### config.mk
export PLATFORM = sky130hd
export DESIGN_NAME = nn_weight_loader
export DESIGN_NICKNAME = d
export VERILOG_FILES = /design/src/rtl/nn_weight_loader.sv
export SDC_FILE = /design/constraint.sdc
export NUM_CORES = 1
export LEC_CHECK = 0
export ABC_AREA = 0
export CAP_MARGIN = 40
export CORE_MARGIN = 2
export CORE_UTILIZATION = 43
export CTS_BUF_LIST = sky130_fd_sc_hd__clkbuf_16
export CTS_CLUSTER_SIZE = 12
export DETAILED_ROUTE_END_ITERATION = 10
export MAX_ROUTING_LAYER = met4
export PLACE_DENSITY_LB_ADDON = 0.05
export SYNTH_ARGS = -nofsm -noshare
export SYNTH_HDL_FRONTEND = slang
export SYNTH_SLANG_ARGS = --single-unit
### constraint.sdc
create_clock -name clk -period 2.8 [get_ports clk]
set_input_delay 0.84 -clock clk [delete_from_list [all_inputs] [get_ports clk]]
set_output_delay 0.84 -clock clk [all_outputs]
set_load 0.01 [all_outputs]
### src/rtl/nn_weight_loader.sv
// nn_weight_loader: streams per-neuron weights from beat-wide memory reads into the layer write ports.
// Optional build macro WLD_CHECKSUM_EN adds an XOR checksum output over every transferred word.
//   state  | meaning
//   IDLE   | waiting for go
//   NEXT   | pick next non-empty layer, or finish
//   REQ    | fetch one beat from memory
//   STREAM | present beat words to the write port
//   DONE   | one-cycle completion pulse
module nn_weight_loader #(
    parameter int NUM_LAYERS = 3,
    parameter int WORD_W     = 64,
    parameter int BEAT_WORDS = 8,
    parameter int NEURON_W   = 6,
    parameter int WEIGHT_W   = 9,
    parameter int ADDR_W     = 16,
    localparam int LAYER_W   = (NUM_LAYERS > 1) ? $clog2(NUM_LAYERS) : 1,
    localparam int WIDX_W    = $clog2(BEAT_WORDS)
) (
    input  logic                           clk,
    input  logic                           rst_n,
    input  logic                           go,
    input  logic                           abort,
    input  logic [NUM_LAYERS*NEURON_W-1:0] cfg_neurons,
    input  logic [NUM_LAYERS*WEIGHT_W-1:0] cfg_weights,
    output logic                           mem_req,
    output logic [ADDR_W-1:0]              mem_addr,
    input  logic                           mem_ready,
    input  logic [BEAT_WORDS*WORD_W-1:0]   mem_data,
    output logic [WORD_W-1:0]              weight_bus,
    output logic [LAYER_W-1:0]             layer_sel,
    output logic [NEURON_W-1:0]            neuron_sel,
    output logic [WEIGHT_W-1:0]            weight_sel,
    output logic                           wr_valid,
    input  logic                           wr_ready,
    output logic                           busy,
    output logic                           done
`ifdef WLD_CHECKSUM_EN
    ,
    output logic [WORD_W-1:0]              checksum
`endif
);

    typedef enum logic [2:0] {S_IDLE, S_REQ, S_STREAM, S_NEXT, S_DONE} state_t;

    state_t                       state;
    logic [NEURON_W-1:0]          n_cfg [NUM_LAYERS];
    logic [WEIGHT_W-1:0]          w_cfg [NUM_LAYERS];
    logic [LAYER_W:0]             layer_q;
    logic [WIDX_W-1:0]            word_q;
    logic [BEAT_WORDS*WORD_W-1:0] beat_q;
    logic                         xfer;
    logic                         last_weight;
    logic                         last_neuron;
    logic                         found;
    logic [LAYER_W:0]             found_layer;

    // layer_q carries one extra bit so stepping past the final layer cannot wrap back to layer 0
    assign layer_sel   = layer_q[LAYER_W-1:0];
    assign weight_bus  = beat_q[int'(word_q)*WORD_W +: WORD_W];
    assign xfer        = wr_valid & wr_ready;
    assign last_weight = (weight_sel == w_cfg[layer_sel] - WEIGHT_W'(1));
    assign last_neuron = (neuron_sel == n_cfg[layer_sel] - NEURON_W'(1));

    always_comb begin
        found       = 1'b0;
        found_layer = '0;
        for (int i = NUM_LAYERS - 1; i >= 0; i--) begin
            if (i >= int'(layer_q) && n_cfg[i] != '0 && w_cfg[i] != '0) begin
                found       = 1'b1;
                found_layer = (LAYER_W + 1)'(i);
            end
        end
    end

    always_ff @(posedge clk or negedge rst_n) begin
        if (!rst_n) begin
            state      <= S_IDLE;
            mem_req    <= 1'b0;
            wr_valid   <= 1'b0;
            busy       <= 1'b0;
            done       <= 1'b0;
            mem_addr   <= '0;
            layer_q    <= '0;
            neuron_sel <= '0;
            weight_sel <= '0;
            word_q     <= '0;
            beat_q     <= '0;
            for (int i = 0; i < NUM_LAYERS; i++) begin
                n_cfg[i] <= '0;
                w_cfg[i] <= '0;
            end
        end else if (abort) begin
            state      <= S_IDLE;
            mem_req    <= 1'b0;
            wr_valid   <= 1'b0;
            busy       <= 1'b0;
            done       <= 1'b0;
            mem_addr   <= '0;
            layer_q    <= '0;
            neuron_sel <= '0;
            weight_sel <= '0;
            word_q     <= '0;
        end else begin
            done <= 1'b0;
            case (state)
                S_IDLE: begin
                    if (go) begin
                        for (int i = 0; i < NUM_LAYERS; i++) begin
                            n_cfg[i] <= cfg_neurons[i*NEURON_W +: NEURON_W];
                            w_cfg[i] <= cfg_weights[i*WEIGHT_W +: WEIGHT_W];
                        end
                        mem_addr   <= '0;
                        layer_q    <= '0;
                        neuron_sel <= '0;
                        weight_sel <= '0;
                        word_q     <= '0;
                        busy       <= 1'b1;
                        state      <= S_NEXT;
                    end
                end
                S_NEXT: begin
                    if (found) begin
                        layer_q <= found_layer;
                        mem_req <= 1'b1;
                        state   <= S_REQ;
                    end else begin
                        done  <= 1'b1;
                        state <= S_DONE;
                    end
                end
                S_REQ: begin
                    if (mem_ready) begin
                        beat_q   <= mem_data;
                        word_q   <= '0;
                        mem_addr <= mem_addr + ADDR_W'(1);
                        mem_req  <= 1'b0;
                        wr_valid <= 1'b1;
                        state    <= S_STREAM;
                    end
                end
                S_STREAM: begin
                    if (xfer) begin
                        word_q     <= word_q + WIDX_W'(1);
                        weight_sel <= weight_sel + WEIGHT_W'(1);
                        if (last_weight) begin
                            // each neuron starts on a fresh beat; leftover words are dropped
                            weight_sel <= '0;
                            neuron_sel <= neuron_sel + NEURON_W'(1);
                            wr_valid   <= 1'b0;
                            if (last_neuron) begin
                                neuron_sel <= '0;
                                layer_q    <= layer_q + (LAYER_W + 1)'(1);
                                state      <= S_NEXT;
                            end else begin
                                mem_req <= 1'b1;
                                state   <= S_REQ;
                            end
                        end else if (word_q == WIDX_W'(BEAT_WORDS - 1)) begin
                            wr_valid <= 1'b0;
                            mem_req  <= 1'b1;
                            state    <= S_REQ;
                        end
                    end
                end
                S_DONE: begin
                    busy  <= 1'b0;
                    state <= S_IDLE;
                end
                default: state <= S_IDLE;
            endcase
        end
    end

`ifdef WLD_CHECKSUM_EN
    always_ff @(posedge clk or negedge rst_n) begin
        if (!rst_n) begin
            checksum <= '0;
        end else if (abort) begin
            checksum <= '0;
        end else if (state == S_IDLE && go) begin
            checksum <= '0;
        end else if (state == S_STREAM && xfer) begin
            checksum <= checksum ^ weight_bus;
        end
    end
`endif

endmodule
## Word level (Yosys, flattened, before mapping)

Cells that the tools add are included.

| word-level totals | value |
|---|---|
| register bits | 601 |
| input bits | 563 |
| output and inout bits | 101 |

| operators by class | value |
|---|---|
| add/sub/neg operators | 7 |
| order comparisons | 4 |
| equality and inequality tests | 15 |
| shift-type cells | 1 |
| muxes and demuxes | 67 |
| bitwise operators | 3 |
| reduce and logical (&&, ||, !) cells | 31 |

Operator list:

| kind | number |
|---|---|
| indexed part select 512 x 10 -> 64 bit | 1 |
| 2-to-1 mux 3 bit | 18 |
| 2-to-1 mux 9 bit | 6 |
| 2-to-1 mux 16 bit | 3 |
| 2-to-1 mux 6 bit | 7 |
| case mux 16 bit (2 select lines) | 1 |
| nonzero test 9 bit | 3 |
| 2-to-1 mux 1 bit | 20 |
| binary-select mux 9 bit (select 2 bit) | 1 |
| inequality test 3 bit (second input constant) | 6 |
| case mux 3 bit (3 select lines) | 2 |
| case mux 9 bit (2 select lines) | 1 |
| nonzero test 6 bit | 3 |
| adder 16 x 1 -> 16 bit (second input constant) | 1 |
| AND reduction 4 bit | 4 |
| binary-select mux 6 bit (select 2 bit) | 1 |
| case mux 3 bit (4 select lines) | 1 |
| case mux 6 bit (2 select lines) | 1 |
| AND reduction 3 bit | 4 |
| AND reduction 6 bit | 2 |
| nonzero test 3 bit | 4 |
| nonzero test 4 bit | 3 |
| adder 9 x 1 -> 9 bit (second input constant) | 1 |
| equality test 9 bit | 1 |
| 21 further kinds | 33 |

## Depth between registers and ports, before layout

Gate-level depths: netlist of the first run.

| depth | value |
|---|---|
| depth in word-level cells | 11 |
| mapped depth | 14 |
| depth with buffers taken out | 12 |

## Worst setup path before layout of the first run

OpenSTA, ideal clock, no wires.

| path | value |
|---|---|
| path type | register to register |
| from | register layer_q[1] |
| to | register mem_req |
| arrival time | 2,967 ps |
| slack | -291 ps |
| stages on the path, launching flop included | 15 |
| buffers on the path | 2 |
| period minus slack after synthesis | 3,091 ps |
| cells stage by stage | dfrtp_1 > buf_6 > mux2i_1 > o2bb2ai_2 > inv_1 > ha_1 > o211ai_1 > o31ai_1 > a2111oi_0 > a211o_1 > o2111a_1 > buf_4 > mux2i_1 > a211o_1 > a211o_1 |

| on the way | value |
|---|---|
| longest elaborated chain between the ends | 10 |
| elaborated cells on any way between the ends | 31 |
| those cells by class | 2 x add/sub; 3 x order compare; 5 x eq/ne; 13 x mux; 1 x bitwise; 7 x reduce/logical |

RTL lines:

| item | line | RTL |
|---|---|---|
| start: declaration | 48 | `logic [LAYER_W:0] layer_q;` |
| start signal: assignment | 123 | `layer_q <= found_layer;` |
| start signal: assignment | 152 | `layer_q <= layer_q + (LAYER_W + 1)'(1);` |
| inverter 2 -> 3 bit (implied by the code) | 61, 62 |  |
| binary-select mux 9 bit (select 2 bit) | 61 | `assign last_weight = (weight_sel == w_cfg[layer_sel] - WEIGHT_W'(1));` |
| 2-to-1 mux 9 bit (implied by the code) (2 in a row) | 61 |  |
| subtractor 9 x 1 -> 9 bit | 61 |  |
| equality test 9 bit | 61 |  |
| 2-to-1 mux 1 bit | 145 | `if (last_weight) begin` |
| 2-to-1 mux 1 bit | 142 | `if (xfer) begin` |
| case mux 1 bit (3 select lines) | 105 | `case (state)` |
| 2-to-1 mux 1 bit | 92 | `end else if (abort) begin` |
| end signal: assignment | 94 | `mem_req <= 1'b0;` |
| end signal: assignment | 155 | `mem_req <= 1'b1;` |
| end signal: assignment | 160 | `mem_req <= 1'b1;` |
| end: declaration | 25 | `output logic mem_req,` |

Parallel ways exist; a longest one is shown, timed or not. The select of a mux whose other input is x is not followed.
A chain may end at the register's enable or synchronous reset.

## Worst setup path in the final report of the first run

| path | value |
|---|---|
| from | register word_q[0] |
| to | output port weight_bus[55] |

| on the way | value |
|---|---|
| longest elaborated chain between the ends | 1 |

RTL lines:

| item | line | RTL |
|---|---|---|
| start: declaration | 49 | `logic [WIDX_W-1:0] word_q;` |
| start signal: assignment | 143 | `word_q <= word_q + WIDX_W'(1);` |
| indexed part select 512 x 10 -> 64 bit | 59 | `assign weight_bus = beat_q[int'(word_q)*WORD_W +: WORD_W];` |
| end: declaration | 29 | `output logic [WORD_W-1:0] weight_bus,` |

Every way passes these cells.

==> results_tabular.tex, run 1 <==
\begin{tabular}{lr}
\hline
Metric & Value \\
\hline
\multicolumn{2}{l}{\textbf{Pwr}} \\
Power per unit of standard cell area & 1010 nW/um2 \\
Leakage power & roughly 19 nW \\
Worst IR Drop VDD & 0.644 mV \\
\multicolumn{2}{l}{\textbf{CTS}} \\
Worst-Skew Late Latency & between 600 and 700 ps \\
CTS tree & built \\
Hold buffer count at CTS & 0 \\
CTS sink count & between 600 and 700 \\
H-tree depth reported by CTS & 3 \\
Number of CTS-inserted buffers & 68 \\
Master cell of the clock root buffer & clkbuf\_16 \\
Maximum number of buffers from clock root to sink & 3 \\
Clk pin slew, worst setup/hold paths & 60 ps \\
\multicolumn{2}{l}{\textbf{Logic synthesis}} \\
Part of the Yosys area used for sequential elements & between 50\% and 60\% \\
Unique cell type count in the Yosys netlist & 61 \\
Number of enable flip-flop cells after synthesis & 0 \\
Synth Warn \# & 0 \\
Most area-hungry cell type in the Yosys netlist & dfrtp\_1 \\
Share of Yosys cell area claimed by the top area cell type & 54.2\% \\
Async set or reset register ratio after synthesis & 100\% \\
Post-synthesis net count & approximately 3,500 \\
Ys flop type & dfrtp\_1 \\
Leading cell type by number of instances after synthesis & nand2\_1 \\
Cell types with the largest area share after synthesis & dfrtp\_1, nand2\_1, mux4\_2, mux2\_2, clkbuf\_1 \\
Top cells by instance count after synthesis & nand2\_1, dfrtp\_1, clkbuf\_1 \\
Cells after Synth & around 2,900 \\
Post-synthesis average cell area & 9.62 um2 \\
Yosys reg bits & 601 \\
Synth Cell Area & 27,700 um2 \\
\multicolumn{2}{l}{\textbf{Floorplan}} \\
Num rows & a little over 90 \\
Boundary Pins & 664 \\
Area of the die & approximately 67,000 um2 \\
Placeable Area & 64,100 um2 \\
Effective utilization at floorplan & 43.2\% \\
Die width & 258 um \\
Height of the die & 258 um \\
\multicolumn{2}{l}{\textbf{Global route}} \\
Met1 GRT Util & 37.1\% \\
Vias in the first global route & 24,700 \\
Global routing's busiest layer & met2 \\
Sum of overflow across all layers after global routing & 0 \\
Met2 global-route usage & 46.5\% \\
Largest net degree at the start of global routing & 77 \\
Met3 capacity usage during global routing & 4.33\% \\
Total Routing Usage GR & 29.0\% \\
Number of antenna violations at the first check in global routing & 29 \\
Wire length of the first global-routing pass & about 140,000 um \\
\multicolumn{2}{l}{\textbf{Layout}} \\
Nets@finish & between 4,000 and 5,000 \\
Layout cells sized above 1 & 18.1\% \\
Final design area excluding fillers & $\sim$40,000 um2 \\
Area growth from synthesis to layout & 45.5\% \\
Number of fill cells in the layout & 5,253 \\
\multicolumn{2}{l}{\textbf{Setup path}} \\
Cell type with the highest occurrence count on the critical path & buf\_12 \\
Crit path arrival time & 2530 ps \\
Crit-path max FO & 6 \\
WP buf/inv & 5 \\
Startpoint of the lowest-slack register-to-register path & layer\_q[1] \\
Endpoint required time on the critical path & 1960 ps \\
Kind of cell adding the most delay to the critical path & multiplexers \\
R2r endpoint & layer\_q[2] \\
Worst path max stage delay & about 520 ps \\
Reg-to-reg slack, setup & -220 ps \\
CP Cell Sequence & buf\_12 -> buf\_12 -> buf\_16 -> buf\_8 -> mux4\_2 -> mux2\_4 -> buf\_6 \\
Slowest stage cell on the critical path & dfrtp\_4 \\
Critical Path End Type & output pin \\
Cells on worst reg2reg path & 13 \\
Crit start category & flop \\
Crit Path Category & reg -> out \\
\multicolumn{2}{l}{\textbf{STA}} \\
Final-report hold violation count & 0 \\
Worst slew margin & 39.3\% \\
Final setup fails & 86 \\
Hold\_ws & 103 ps \\
Final Critical Period & 3370 ps \\
RSZ-0062 raised after global routing & true \\
Worst clock skew on the final layout & 23.6 ps \\
Max frequency & 297 MHz \\
Final total negative setup slack & -30,650 ps \\
Worst Setup Slack, final & -567 ps \\
Worst Tran Pin Value & 899 ps \\
Period Utilization, post-route & 120\% \\
Fin. max-slew vios & 0 \\
\multicolumn{2}{l}{\textbf{Placed design}} \\
Routability congestion estimate from global placement & 0.916 \\
Worst setup slack after placement & -351 ps \\
Number of port buffers & between 600 and 700 \\
DP Wirelength & 69,000 um \\
Post-Place Cell Area & 36,700 um2 \\
\multicolumn{2}{l}{\textbf{Route}} \\
Count of unresolved DRC violations after routing & 0 \\
Final WL & 93,800 um \\
Routed wire per std cell & 20.4 um \\
Number of nets with antenna violations after detailed routing & 0 \\
Via density per instance & 5.14 \\
Number of DRC markers in iteration 0 & 1,587 \\
Total via count after detailed routing & 23,600 \\
Number of iterations in the first detailed-routing pass & 5 \\
\multicolumn{2}{l}{\textbf{Status}} \\
Failing checks & negative setup slack \\
Status & finished, violations left \\
\multicolumn{2}{l}{\textbf{Flow run}} \\
Max-cap violations & 0 \\
\multicolumn{2}{l}{\textbf{Hold path}} \\
Class of the tightest hold or removal check & in -> async \\
\hline
\end{tabular}
-- cells in the final DEF, fill, tap and decap left out, drive strengths merged, types with 5 or more instances in the layout --
cell,netlist,final
nor4,9,9
o22ai,5,5
mux2,111,111
and2,7,7
dfrtp,601,601
and3,7,7
nand2,1576,1576
mux4,128,128
nand3,18,18
nor3,16,16
a21oi,17,17
xor2,11,11
ha,10,10
clkbuf,149,71
buf,22,281
clkdlybuf4s50,0,598
inv,15,31
mux2i,15,15
o2bb2ai,9,9
o21ai,36,36
xnor2,15,15
nor2,37,37
clkinv,0,31
nand4,6,6
diode,0,30
-- worst reg2reg max path, cell delays in order (launching register included) --
cell       delay [ps]
dfrtp_2           450
buf_12            130
mux2i_4           240
o2bb2ai_4          80
inv_2              70
ha_4              120
o211ai_1          160
or4b_4            530
a21oi_2           160
o2111a_2          320
buf_6             130
nor2b_4           230
a211o_1           170
o211ai_1           90
-- metrics by stage --
stage | std cells | util (%) | total power [W]
6_report | 4597 | 62.9 | 0.0406
3_5_place_dp | 4386 | 57.2 | 0.0294
5_1_grt | 4596 | 62.9 | 0.0430
2_1_floorplan | 2881 | - | 0.0230
3_3_place_gp | 4386 | 57.2 | 0.0290
4_1_cts | 4559 | 62.2 | 0.0400
-- worst max-delay path by stage --
stage          slack [ps]        from        endpoint  depth (start not counted)
2_1_floorplan        -150  layer_q[1]         mem_req                         14
3_3_place_gp         -280  layer_q[1]   neuron_sel[5]                         11
3_5_place_dp         -350  layer_q[1]   weight_sel[5]                         12
4_1_cts              -610   word_q[0]  weight_bus[16]                          7
5_1_grt              -610   word_q[0]  weight_bus[55]                          7
6_report             -570   word_q[0]  weight_bus[55]                          7
-- what timing repair did --
| item | 4_1_cts | 5_1_grt |
|---|---|---|
| endpoints found under the setup margin | 86 | 86 |
| pin swaps | 19 | 15 |
| setup buffers | 44 | 16 |
| gates cloned | 6 | 0 |
| resized for setup | 459 | 91 |
-- cell families after synthesis --
group           after synthesis  share of synthesized area [%]
flops                       601                           54.2
mux                         254                           15.4
xor+xnor                     27                          0.903
buf+inv                     186                           2.64
compound gates              102                           2.51
simple gates               1701                           23.8
fa+ha+maj                    10                          0.451
-- where the power goes --
group	switching, W	internal, W	total (W)
sequential	0.00233	0.0125	0.0148
clock	0.00367	0.00495	0.00862
combinational	0.00737	0.00978	0.0172
-- registers in the layout, summed over array words and instances, names as in the netlist, 3 cells and up --
register and count:
w_cfg 27, n_cfg 18, beat_q 512, state 3, weight_sel 9, layer_q 3, mem_addr 16, word_q 3
neuron_sel 6
-- area by class of cell --
type / instances / area (um2) / area share (%)
Inverter: 15 / 56.3 / 0.140
Timing Repair Buffer: 879 / 9470 / 23.5
Multi-Input combinational cell: 2094 / 12500 / 31.0
Clock inverter: 52 / 349 / 0.865
Tap cell: 855 / 1070 / 2.65
Clock buffer: 71 / 1780 / 4.40
Sequential cell: 601 / 15100 / 37.3
Antenna cell: 30 / 75.1 / 0.186
-- metal layers --
layer  wire length, um  vias to the layer above  part of all wire [%]
met5                 0                        -                     0
met4              3660                        0                   3.9
met3              4940                      186                   5.3
met2             46000                      754                    49
met1             39200                    11700                    42
li1                  -                    11000                     -
No activity file was read; power rests on OpenSTA's default activity.
==> run 2, diff against run 1 <==
clock period = 3.6 ns   (was 2.8 ns; I/O delays follow)
==> run 2 against run 1 <==
The run still ends with negative setup slack left. Register-to-register slack better by 330 ps. Cell count down 1.5%. First-iteration DRC count grew 11%. Flip-flop and latch count did not move. Clock skew down 8.6 ps. Via count is 1.3% lower. Power down 26%. Global-route usage up 0.22 points. Die area unchanged. Worst setup slack improved by 540 ps. Clock-buffer cell count is 2 higher. Largest cell class unchanged. Largest power group unchanged.
==> results_tabular.tex, run 2 (same netlist as run 1, synthesis figures left out) <==
\begin{tabular}{lr}
\hline
Metric & Value \\
\hline
\multicolumn{2}{l}{\textbf{Status}} \\
Status & finished, violations left (unchanged) \\
Failing checks & negative setup slack (unchanged) \\
\multicolumn{2}{l}{\textbf{Setup path}} \\
Crit path arrival time & 2550 ps (was 2530 ps) \\
R2r endpoint & mem\_req (was layer\_q[2]) \\
Cells on worst reg2reg path & 12 (was 13) \\
Endpoint required time on the critical path & 2520 ps (was 1960 ps) \\
Critical Path End Type & output pin (unchanged) \\
Reg-to-reg slack, setup & 110 ps (was -220 ps) \\
Startpoint of the lowest-slack register-to-register path & layer\_q[1] (unchanged) \\
Crit-path max FO & 5 (was 6) \\
Crit start category & flop (unchanged) \\
Crit Path Category & reg -> out (unchanged) \\
\multicolumn{2}{l}{\textbf{Floorplan}} \\
Area of the die & 66,500 um2 (unchanged) \\
Num rows & 93 (unchanged) \\
Effective utilization at floorplan & 43.2\% (unchanged) \\
Height of the die & 258 um (unchanged) \\
Boundary Pins & 664 (unchanged) \\
Placeable Area & 64,100 um2 (unchanged) \\
Die width & 258 um (unchanged) \\
\multicolumn{2}{l}{\textbf{Route}} \\
Sum of routed wire segments on met1 & 37,500 um (was 39,200 um) \\
WL met3 & 6210 um (was 4940 um) \\
Highest routed metal layer & met4 (unchanged) \\
Number of nets with antenna violations after detailed routing & 0 (unchanged) \\
Number of iterations in the first detailed-routing pass & 7 (was 5) \\
Via density per instance & 5.15 (was 5.14) \\
Final WL & 93,800 um (about the same) \\
Count of unresolved DRC violations after routing & 0 (unchanged) \\
Routed wire per std cell & 20.7 um (was 20.4 um) \\
Met2 WL post-DR & 46,400 um (was 46,000 um) \\
Number of DRC markers in iteration 0 & 1,764 (was 1,587) \\
Total via count after detailed routing & 23,300 (was 23,600) \\
\multicolumn{2}{l}{\textbf{Layout}} \\
Flip-flop count of the largest register, all copies and words added & 512 (unchanged) \\
Register containing the most flip-flops in the final layout & beat\_q (unchanged) \\
Most common cell after layout, fill and taps aside & nand2\_1 (unchanged) \\
Area growth from synthesis to layout & 40.3\% (was 45.5\%) \\
Nets@finish & 4,145 (was 4,232) \\
Layout cells sized above 1 & 15.1\% (was 18.1\%) \\
Sequential standard cell area & 15,100 um2 (unchanged) \\
Commonest cells after routing, fill and taps aside & nand2\_1, clkdlybuf4s50\_1, dfrtp\_1, mux4\_2, mux2\_2 (was nand2\_1, clkdlybuf4s50\_1, dfrtp\_1, mux4\_2, buf\_4) \\
Multi-input combinational cell area & 12,100 um2 (was 12,500 um2) \\
Biggest regs & beat\_q x512, w\_cfg x27, n\_cfg x18 (unchanged) \\
Number of fill cells in the layout & 5,452 (was 5,253) \\
\multicolumn{2}{l}{\textbf{Placed design}} \\
Number of port buffers & 663 (unchanged) \\
Worst setup slack after placement & 87.0 ps (was -351 ps) \\
Routability congestion estimate from global placement & 0.952 (was 0.916) \\
DP Wirelength & 66,800 um (was 69,000 um) \\
\multicolumn{2}{l}{\textbf{Global route}} \\
Largest net degree at the start of global routing & 92 (was 77) \\
Total Routing Usage GR & 29.2\% (was 29.0\%) \\
Wire length of the first global-routing pass & 144,000 um (about the same) \\
Sum of overflow across all layers after global routing & 0 (unchanged) \\
Number of antenna violations at the first check in global routing & 46 (was 29) \\
Vias in the first global route & 24,500 (was 24,700) \\
\multicolumn{2}{l}{\textbf{CTS}} \\
CTS sink count & 601 (unchanged) \\
Clk pin slew, worst setup/hold paths & 50 ps (was 60 ps) \\
Master cell of the clock root buffer & clkbuf\_16 (unchanged) \\
Number of CTS-inserted buffers & 70 (was 68) \\
Maximum number of buffers from clock root to sink & 3 (unchanged) \\
Worst-Skew Late Latency & 610 ps (about the same) \\
CTS tree & built (unchanged) \\
H-tree depth reported by CTS & 3 (unchanged) \\
\multicolumn{2}{l}{\textbf{Pwr}} \\
Internal & 0.0200 W (was 0.0272 W) \\
Combinational cell fraction of total power & 39.3\% (was 42.3\%) \\
Power share of the clock group & 22.4\% (was 21.3\%) \\
Sequential power share & 38.3\% (was 36.5\%) \\
Net switching fraction of the power & 33.4\% (was 32.9\%) \\
Worst IR Drop VDD & 0.375 mV (was 0.644 mV) \\
Leakage power & 18.5 nW (was 19.2 nW) \\
Psw & 0.0100 W (was 0.0134 W) \\
Power per unit of standard cell area & 772 nW/um2 (was 1010 nW/um2) \\
\multicolumn{2}{l}{\textbf{STA}} \\
Worst clock skew on the final layout & 15.0 ps (was 23.6 ps) \\
RSZ-0062 raised after global routing & true (unchanged) \\
Final Critical Period & 3630 ps \\
Worst Tran Pin Value & 825 ps (was 899 ps) \\
Max frequency & between 200 and 300 MHz \\
Worst slew margin & 44.3\% (was 39.3\%) \\
Final total negative setup slack & -198 ps (was -30,650 ps) \\
Final setup fails & 11 (was 86) \\
Worst Setup Slack, final & -25.0 ps (was -567 ps) \\
Final-report hold violation count & 0 (unchanged) \\
Fin. max-slew vios & 0 (unchanged) \\
Hold\_ws & 406 ps (was 103 ps) \\
Period Utilization, post-route & 101\% \\
\multicolumn{2}{l}{\textbf{Hold path}} \\
Class of the tightest hold or removal check & in -> async (unchanged) \\
\multicolumn{2}{l}{\textbf{Flow run}} \\
Max-cap violations & 0 (unchanged) \\
\hline
\end{tabular}
run 2: changes by cell type in the layout (fill, tap and decap cells not counted), moves of 8 or more:
| cell | change |
|---|---|
| buf_8 | -11 |
| buf_6 | -64 |
| buf_4 | -47 |
| buf_12 | -25 |
| diode_2 | +19 |
| o21ai_0 | +11 |
| mux2_4 | -33 |
| o21ai_1 | -9 |
| clkdlybuf4s15_2 | +8 |
| mux2_2 | +33 |
| buf_16 | +10 |
| buf_2 | +35 |
run 2: through the flow:
stage          cells  util (%)  cell area [um2]  total power [W]
2_1_floorplan   2881         -            27700           0.0179
3_3_place_gp    4305      55.9            35800           0.0220
3_5_place_dp    4305      55.9            35800           0.0224
4_1_cts         4480      60.4            38700           0.0302
5_1_grt         4526      60.6            38900           0.0319
6_report        4529      60.7            38900           0.0300
run 2: critical path, cell delays in order, from the launching register on:
cell	delay, ps
dfrtp_4	540
buf_12	170
buf_12	130
buf_12	130
buf_16	140
mux4_2	420
mux2_4	290
buf_6	120
run 2: routing by layer:
layer / track usage, % / vias up
li1: - / 10800
met1: 35.8 / 11600
met2: 46.6 / 741
met3: 6.84 / 177
met4: 12.2 / 0
met5: - / -
run 2: worst max path at each step:
| stage | slack, ps | start | to |
|---|---|---|---|
| 6_report | -30 | word_q[0] | weight_bus[33] |
| 5_1_grt | -90 | word_q[0] | weight_bus[38] |
| 4_1_cts | -70 | word_q[0] | weight_bus[38] |
| 3_5_place_dp | 90 | layer_q[1] | mem_req |
| 3_3_place_gp | 280 | word_q[0] | weight_bus[48] |
| 2_1_floorplan | 390 | word_q[0] | weight_bus[0] |
run 2: area by class of cell:
cell class	count	area share (%)
Antenna cell	49	0.315
Multi-Input combinational cell	2094	31.1
Inverter	15	0.145
Sequential cell	601	38.7
Tap cell	855	2.75
Timing Repair Buffer	790	21.5
Clock buffer	73	4.70
Clock inverter	52	0.801
run 2: timing repair:
action | in CTS | in global routing
hold buffers | 0 | 0
setup buffers | 37 | 1
gates resized for setup | 313 | 21
gates cloned | 13 | 2
setup endpoints to repair | 64 | 57
run 2: power by group through the flow:
stage               Sequential [W]  Combinational, W  Clock (W)
finish                      0.0115            0.0118    0.00673
global route                0.0118            0.0129    0.00715
CTS                         0.0115            0.0118    0.00689
detailed placement          0.0116            0.0108          0
global placement            0.0114            0.0105          0
floorplan                   0.0108           0.00702          0
==> run 3, diff against run 2 <==
SLEW_MARGIN = 20   (was not set)
==> results of run 3 <==
No change in the layout: final DEF, timing and power equal those of run 2.
